==> config.mk <==
export PLATFORM = sky130hd
export DESIGN_NAME = seg_scan_drv
export DESIGN_NICKNAME = d
export VERILOG_FILES = /design/src/rtl/seg_scan_drv.sv
export SDC_FILE = /design/constraint.sdc
export NUM_CORES = 1
export LEC_CHECK = 0
export CORE_ASPECT_RATIO = 1.25
export CORE_MARGIN = 5
export CORE_UTILIZATION = 55
export CTS_CLUSTER_SIZE = 14
export DETAILED_ROUTE_END_ITERATION = 10
export PLACE_DENSITY = 0.81
export SKIP_LAST_GASP = 1
export SYNTH_ARGS = -nofsm -noshare
export SYNTH_HDL_FRONTEND = slang
export SYNTH_SLANG_ARGS = --single-unit
==> constraint.sdc <==
create_clock -name clk_in -period 3.9 [get_ports clk_in]
set_input_delay 0.78 -clock clk_in [delete_from_list [all_inputs] [get_ports clk_in]]
set_output_delay 0.78 -clock clk_in [all_outputs]
set_load 0.01 [all_outputs]
==> src/rtl/seg_scan_drv.sv <==
// seg_scan_drv
// Two-digit multiplexed seven-segment display driver. An 8-bit value is
// accepted into a pending register and copied to the display register only
// at a scan-frame boundary, so both digits always show the same value. The
// two digits are time-multiplexed, hex decoded, and dimmed by a 16-level
// PWM on the digit enable.
//
// Ports:
//   clk_in      : system clock, rising edge
//   btn_reset   : asynchronous active-low reset
//   value       : [7:4] high digit, [3:0] low digit
//   value_valid : upstream offers value this cycle
//   value_ready : pending register empty, value can be accepted
//   dp          : decimal point enables, [1] high digit, [0] low digit (live)
//   brightness  : PWM duty level 0..15, latched at each slot start
//   blank_lz    : blank the high digit's segments when it is 0
//   seg_led_h   : high digit word {enable, dp_n, seg_n[6:0] (g..a)}
//   seg_led_l   : low digit word, same encoding
//
// Handshake (valid/ready): a transfer happens on a rising edge where
// value_valid && value_ready. value_ready is simply "pending register empty";
// while it is low, value_valid is ignored and upstream must hold value stable.
// The pending value commits to the display at the frame boundary, and
// value_ready returns high on the cycle after that commit.
module seg_scan_drv #(
  parameter int SCAN_PERIOD = 93750
) (
  input  logic       clk_in,
  input  logic       btn_reset,
  input  logic [7:0] value,
  input  logic       value_valid,
  output logic       value_ready,
  input  logic [1:0] dp,
  input  logic [3:0] brightness,
  input  logic       blank_lz,
  output logic [8:0] seg_led_h,
  output logic [8:0] seg_led_l
);

  localparam int CNT_W   = (SCAN_PERIOD > 1) ? $clog2(SCAN_PERIOD) : 1;
  localparam int SUB_LEN = SCAN_PERIOD / 16;
  localparam int PRE_W   = (SUB_LEN > 1) ? $clog2(SUB_LEN) : 1;

  localparam logic [CNT_W-1:0] SLOT_LAST = CNT_W'(SCAN_PERIOD - 1);
  localparam logic [PRE_W-1:0] PRE_LAST  = PRE_W'(SUB_LEN - 1);

  localparam logic [8:0] WORD_OFF  = 9'h0FF;

  // Scan phase: which digit owns the current slot.
  typedef enum logic {
    PH_HIGH = 1'b0,
    PH_LOW  = 1'b1
  } phase_e;

  phase_e           phase_q, phase_d;
  logic [CNT_W-1:0] slot_cnt_q, slot_cnt_d;
  // pre_q/sub_q track slot_cnt / SUB_LEN without a divider. sub_q saturates
  // at 15 so a period that is not a multiple of 16 still gives 100% duty at
  // brightness 15 for the few leftover cycles at the end of a slot.
  logic [PRE_W-1:0] pre_q, pre_d;
  logic [3:0]       sub_q, sub_d;
  logic [3:0]       bright_q, bright_d;
  logic [7:0]       pend_q, pend_d;
  logic             pend_full_q, pend_full_d;
  logic [7:0]       disp_q, disp_d;
  logic [8:0]       seg_h_q, seg_h_d;
  logic [8:0]       seg_l_q, seg_l_d;

  logic             slot_last;
  logic             frame_end;
  logic             accept;
  logic             commit;
  logic             pwm_on;
  logic [6:0]       hi_seg;
  logic [6:0]       lo_seg;

  // Active-low segment pattern g..a for a hex digit.
  function automatic logic [6:0] hex7(input logic [3:0] n);
    logic [6:0] s;
    case (n)
      4'h0: s = 7'h40;
      4'h1: s = 7'h79;
      4'h2: s = 7'h24;
      4'h3: s = 7'h30;
      4'h4: s = 7'h19;
      4'h5: s = 7'h12;
      4'h6: s = 7'h02;
      4'h7: s = 7'h78;
      4'h8: s = 7'h00;
      4'h9: s = 7'h10;
      4'hA: s = 7'h08;
      4'hB: s = 7'h03;
      4'hC: s = 7'h46;
      4'hD: s = 7'h21;
      4'hE: s = 7'h06;
      default: s = 7'h0E;
    endcase
    return s;
  endfunction

  always_comb begin
    slot_last = (slot_cnt_q == SLOT_LAST);
    frame_end = slot_last && (phase_q == PH_LOW);
    accept    = value_valid && !pend_full_q;
    commit    = frame_end && pend_full_q;

    slot_cnt_d = slot_last ? '0 : slot_cnt_q + 1'b1;
    phase_d    = phase_q;
    if (slot_last) begin
      phase_d = (phase_q == PH_HIGH) ? PH_LOW : PH_HIGH;
    end

    pre_d = pre_q;
    sub_d = sub_q;
    if (slot_last) begin
      pre_d = '0;
      sub_d = 4'd0;
    end else if (pre_q == PRE_LAST) begin
      pre_d = '0;
      sub_d = (sub_q == 4'd15) ? sub_q : sub_q + 4'd1;
    end else begin
      pre_d = pre_q + 1'b1;
    end

    bright_d = (slot_cnt_q == '0) ? brightness : bright_q;

    // accept and commit are mutually exclusive: one needs pend_full low,
    // the other needs it high.
    pend_d      = accept ? value : pend_q;
    pend_full_d = pend_full_q;
    if (accept) begin
      pend_full_d = 1'b1;
    end else if (commit) begin
      pend_full_d = 1'b0;
    end
    disp_d = commit ? pend_q : disp_q;

    pwm_on = (sub_q <= bright_q);
    hi_seg = (blank_lz && (disp_q[7:4] == 4'h0)) ? 7'h7F : hex7(disp_q[7:4]);
    lo_seg = hex7(disp_q[3:0]);

    seg_h_d = WORD_OFF;
    seg_l_d = WORD_OFF;
    if (pwm_on && (phase_q == PH_HIGH)) begin
      seg_h_d = {1'b1, ~dp[1], hi_seg};
    end
    if (pwm_on && (phase_q == PH_LOW)) begin
      seg_l_d = {1'b1, ~dp[0], lo_seg};
    end
  end

  always_ff @(posedge clk_in or negedge btn_reset) begin
    if (!btn_reset) begin
      phase_q     <= PH_HIGH;
      slot_cnt_q  <= '0;
      pre_q       <= '0;
      sub_q       <= 4'd0;
      bright_q    <= 4'd15;
      pend_q      <= 8'h00;
      pend_full_q <= 1'b0;
      disp_q      <= 8'h00;
      seg_h_q     <= 9'h1C0;
      seg_l_q     <= WORD_OFF;
    end else begin
      phase_q     <= phase_d;
      slot_cnt_q  <= slot_cnt_d;
      pre_q       <= pre_d;
      sub_q       <= sub_d;
      bright_q    <= bright_d;
      pend_q      <= pend_d;
      pend_full_q <= pend_full_d;
      disp_q      <= disp_d;
      seg_h_q     <= seg_h_d;
      seg_l_q     <= seg_l_d;
    end
  end

  assign value_ready = ~pend_full_q;
  assign seg_led_h   = seg_h_q;
  assign seg_led_l   = seg_l_q;

endmodule

==> results.rst <==
.. list-table::
   :header-rows: 1

   * - Metric
     - Value
   * - Non-filler cells, final
     - 490
   * - Arrival @ worst endpoint
     - around 1.4 ns
   * - Number of fillers in the final layout
     - between 500 and 600
   * - Worst r2r src
     - slot_cnt_q[6]
   * - Actual transition at the worst max-transition pin
     - between 1 and 1.5 ns
   * - Data required time of the worst path
     - about 3.1 ns
   * - Leftover overflow at the end of global routing
     - 0
   * - Routability cong.
     - 0.854
   * - Post-Route WL
     - 6870 µm
   * - Type of the worst setup path
     - register to output port
   * - Count of warnings emitted by yosys
     - 0
   * - Starting density of the core
     - 0.570
   * - Number of setup buffers added after CTS
     - 0
   * - Tcrit/Tclk final
     - 0.559
   * - Final-stage net count
     - 438
   * - RSZ-0062 raised after global routing
     - false
   * - HPWL after detailed placement
     - a little under 5000 µm
   * - Final hold vios
     - 0
   * - First drt pass iteration count
     - 4
   * - Worst min-delay path class
     - primary input to async pin
   * - Average via count per standard cell
     - ~5.5
   * - Count of flip-flops with a built-in enable after synthesis
     - 0
   * - Antenna violations before repair
     - 0
   * - Number of sinks driven by the clock tree
     - 74
   * - Max-capacitance violation count
     - 0
   * - Number of top-level pins
     - 37
   * - Overall power after layout
     - 0.00157 W
   * - Post-layout min period
     - between 2 and 2.5 ns
   * - Clock tree from TritonCTS
     - yes
   * - Number of nets produced by synthesis
     - a little over 400
   * - DR WL/cell
     - about 14 µm
   * - Worst ir drop on vdd
     - about 0.32 mV
   * - DRC violations left
     - 0
   * - Area of combinational cells with multiple inputs
     - between 0.0015 and 0.002 mm²
   * - Area of the mapped netlist
     - roughly 0.0038 mm²
   * - Wire length of the first global-routing pass
     - about 12000 µm
   * - Ant. Diodes
     - 0
   * - Worst rel slew slack
     - 0.238
   * - Sort of element at the end of the critical path
     - output port
   * - Cells along the critical path
     - clkdlybuf4s50_1
   * - Port-buffer cells
     - 36
   * - Top cells by area in the synthesized netlist
     - dfrtp_1 39%, dfstp_2 10%, ha_1 7.3%
   * - Fin Clk Skew
     - ~0.009 ns
   * - Worst path setup slack after routing
     - 1.72 ns
   * - Nature of the critical path startpoint
     - register
   * - Area grow syn2layout
     - 17.2%
   * - Total vias in the final route
     - about 2700
   * - Antenna-violating nets left
     - 0
   * - Share of Yosys cell area claimed by the top area cell type
     - 0.389
   * - Leakage power
     - 1.89 nW
   * - Setup-failing EPs final
     - 0
   * - First-iteration detailed-routing DRC count
     - roughly 170
   * - Run status
     - completed
   * - Die span in x
     - about 84 µm
   * - Longest Clk Path Bufs
     - 2
   * - Critical path's top delay family
     - buffers and inverters
   * - Post_cts resized
     - 0
   * - Slack of the worst reg-to-reg path
     - around 1.7 ns
   * - H-tree depth
     - 3
   * - Placed cells
     - ~470
   * - Fraction of final layout cells with drive strength greater than 1
     - 0.139
   * - Worst-case reg-to-reg path depth
     - 4
   * - Post-synthesis sequential area ratio
     - 0.493
   * - Cell variety after synth
     - 40
   * - Maximum net fanout on the critical path
     - 1
   * - Reg2reg end
     - disp_q[0]
   * - Async set-or-reset flop fraction in the synthesized netlist
     - 1.00
   * - Number of buffers inserted for hold repair after clock tree synthesis
     - 0
   * - Primary flip-flop cell chosen by synthesis mapping
     - dfrtp_1
   * - Root Driver
     - clkbuf_8
   * - CP bufs+invs
     - 1
   * - Most frequent cell after synthesis
     - dfrtp_1
   * - Total of flip-flops plus latches after synthesis
     - 74
   * - Power Density
     - 354 mW/mm²
   * - Cell Rows
     - 33
   * - Die area
     - slightly below 0.009 mm²
   * - Maximum cell stage delay along the critical path
     - approximately 0.54 ns
   * - Commonest cells in the netlist
     - 59 x dfrtp_1, 37 x nor2_1, 27 x nand3_1
   * - Post-Route Setup TNS
     - 0 ns
   * - Total area of sequential cells
     - around 0.0019 mm²
   * - Global routing usage summed across all routing layers
     - 0.172
   * - Clk Latency, worst-skew pair
     - between 0.3 and 0.4 ns
   * - Post-Synthesis Cells
     - roughly 360
   * - Number of global-route vias before repair
     - 2592
   * - Placeable core region
     - roughly 0.0066 mm²
   * - Die Y-Extent
     - between 100 and 150 µm
   * - Cell type with the highest aggregate area in the netlist
     - dfrtp_1
   * - Highest clock rate
     - between 400 and 500 MHz
   * - Largest net degree at the start of global routing
     - 33
   * - Reg clk slew, reported paths
     - approximately 0.07 ns
   * - Max-slew violation count
     - 0
   * - Worst path slowest cell
     - clkdlybuf4s50_1
   * - Average footprint of a synthesized cell
     - 10.4 µm²
   * - Clock buffers created by TritonCTS
     - 9
   * - Post-placement worst setup slack
     - 1.55 ns
-- sequential cells by signal, summed over array words and instances (netlist names) --
name         count
seg_led_l        9
disp_q           8
pend_full_q      1
seg_led_h        9
sub_q            4
phase_q          1
slot_cnt_q      17
pre_q           13
bright_q         4
pend_q           8
-- per-stage QoR --
| stage | hold slack (ns) | util | cell area, µm² |
|---|---|---|---|
| after CTS | 0.485 | 0.668 | 4440 |
| after global placement | 0.491 | 0.632 | 4200 |
| after floorplan | 0.467 | - | 3790 |
| after global routing | 0.516 | 0.668 | 4440 |
| final | 0.478 | 0.668 | 4440 |
| after detailed placement | 0.498 | 0.632 | 4200 |
-- layout by cell type (no fill, tap or decap), types with 8 or more instances in the layout --
cell	count
a21oi_1	8
clkbuf_8	9
clkdlybuf4s50_1	35
dfrtp_1	59
dfstp_2	15
ha_1	22
inv_1	22
mux2_2	12
mux2_4	8
nand2_1	25
nand3_1	27
nand4_1	13
nor2_1	37
nor4_1	8
o21ai_0	16
xnor2_1	22
-- worst max path at each step --
stage | end | startpoint | depth (start not counted) | slack (ns)
final | seg_led_h[6] | seg_led_h[6] | 1 | 1.72
after global placement | pend_q[5] | value_valid | 3 | 1.60
after CTS | seg_led_h[6] | seg_led_h[6] | 1 | 1.69
after global routing | slot_cnt_q[2] | slot_cnt_q[6] | 4 | 1.47
after floorplan | seg_led_h[0] | bright_q[1] | 8 | 1.96
after detailed placement | pend_q[4] | value_valid | 3 | 1.55
-- per-layer routing --
metal  wire length (µm)  up-vias  track usage
met2               3430       42        0.292
li1                   -     1328            -
met1               3080     1292        0.210
met4                 95        0       0.0681
met5                  0        -            0
met3                268       10       0.0464
-- power by group --
part | internal, W | switching [W]
clock | 0.000423 | 0.000287
sequential | 0.000787 | 0.00000819
combinational | 0.0000385 | 0.0000303
total | 0.00125 | 0.000326
-- logic make-up (layout without fill, tap and decap cells) --
kind of cell    after synthesis  count (layout)  synth area share
compound gates               40              40            0.0657
xor+xnor                     27              27            0.0624
fa+ha+maj                    22              22            0.0726
buf+inv                      38              77            0.0422
flops                        74              74             0.493
mux                          24              24            0.0779
simple gates                139             139             0.186
-- final cells by class --
type                       count  share of cell area
multi-input combinational    252               0.397
clock buffer                   9              0.0279
timing repair buffer          39              0.0850
clock inverter                 7              0.0265
tap                           87              0.0245
inverter                      22              0.0186
sequential                    74               0.421
Power figures use the tool's default switching activity.
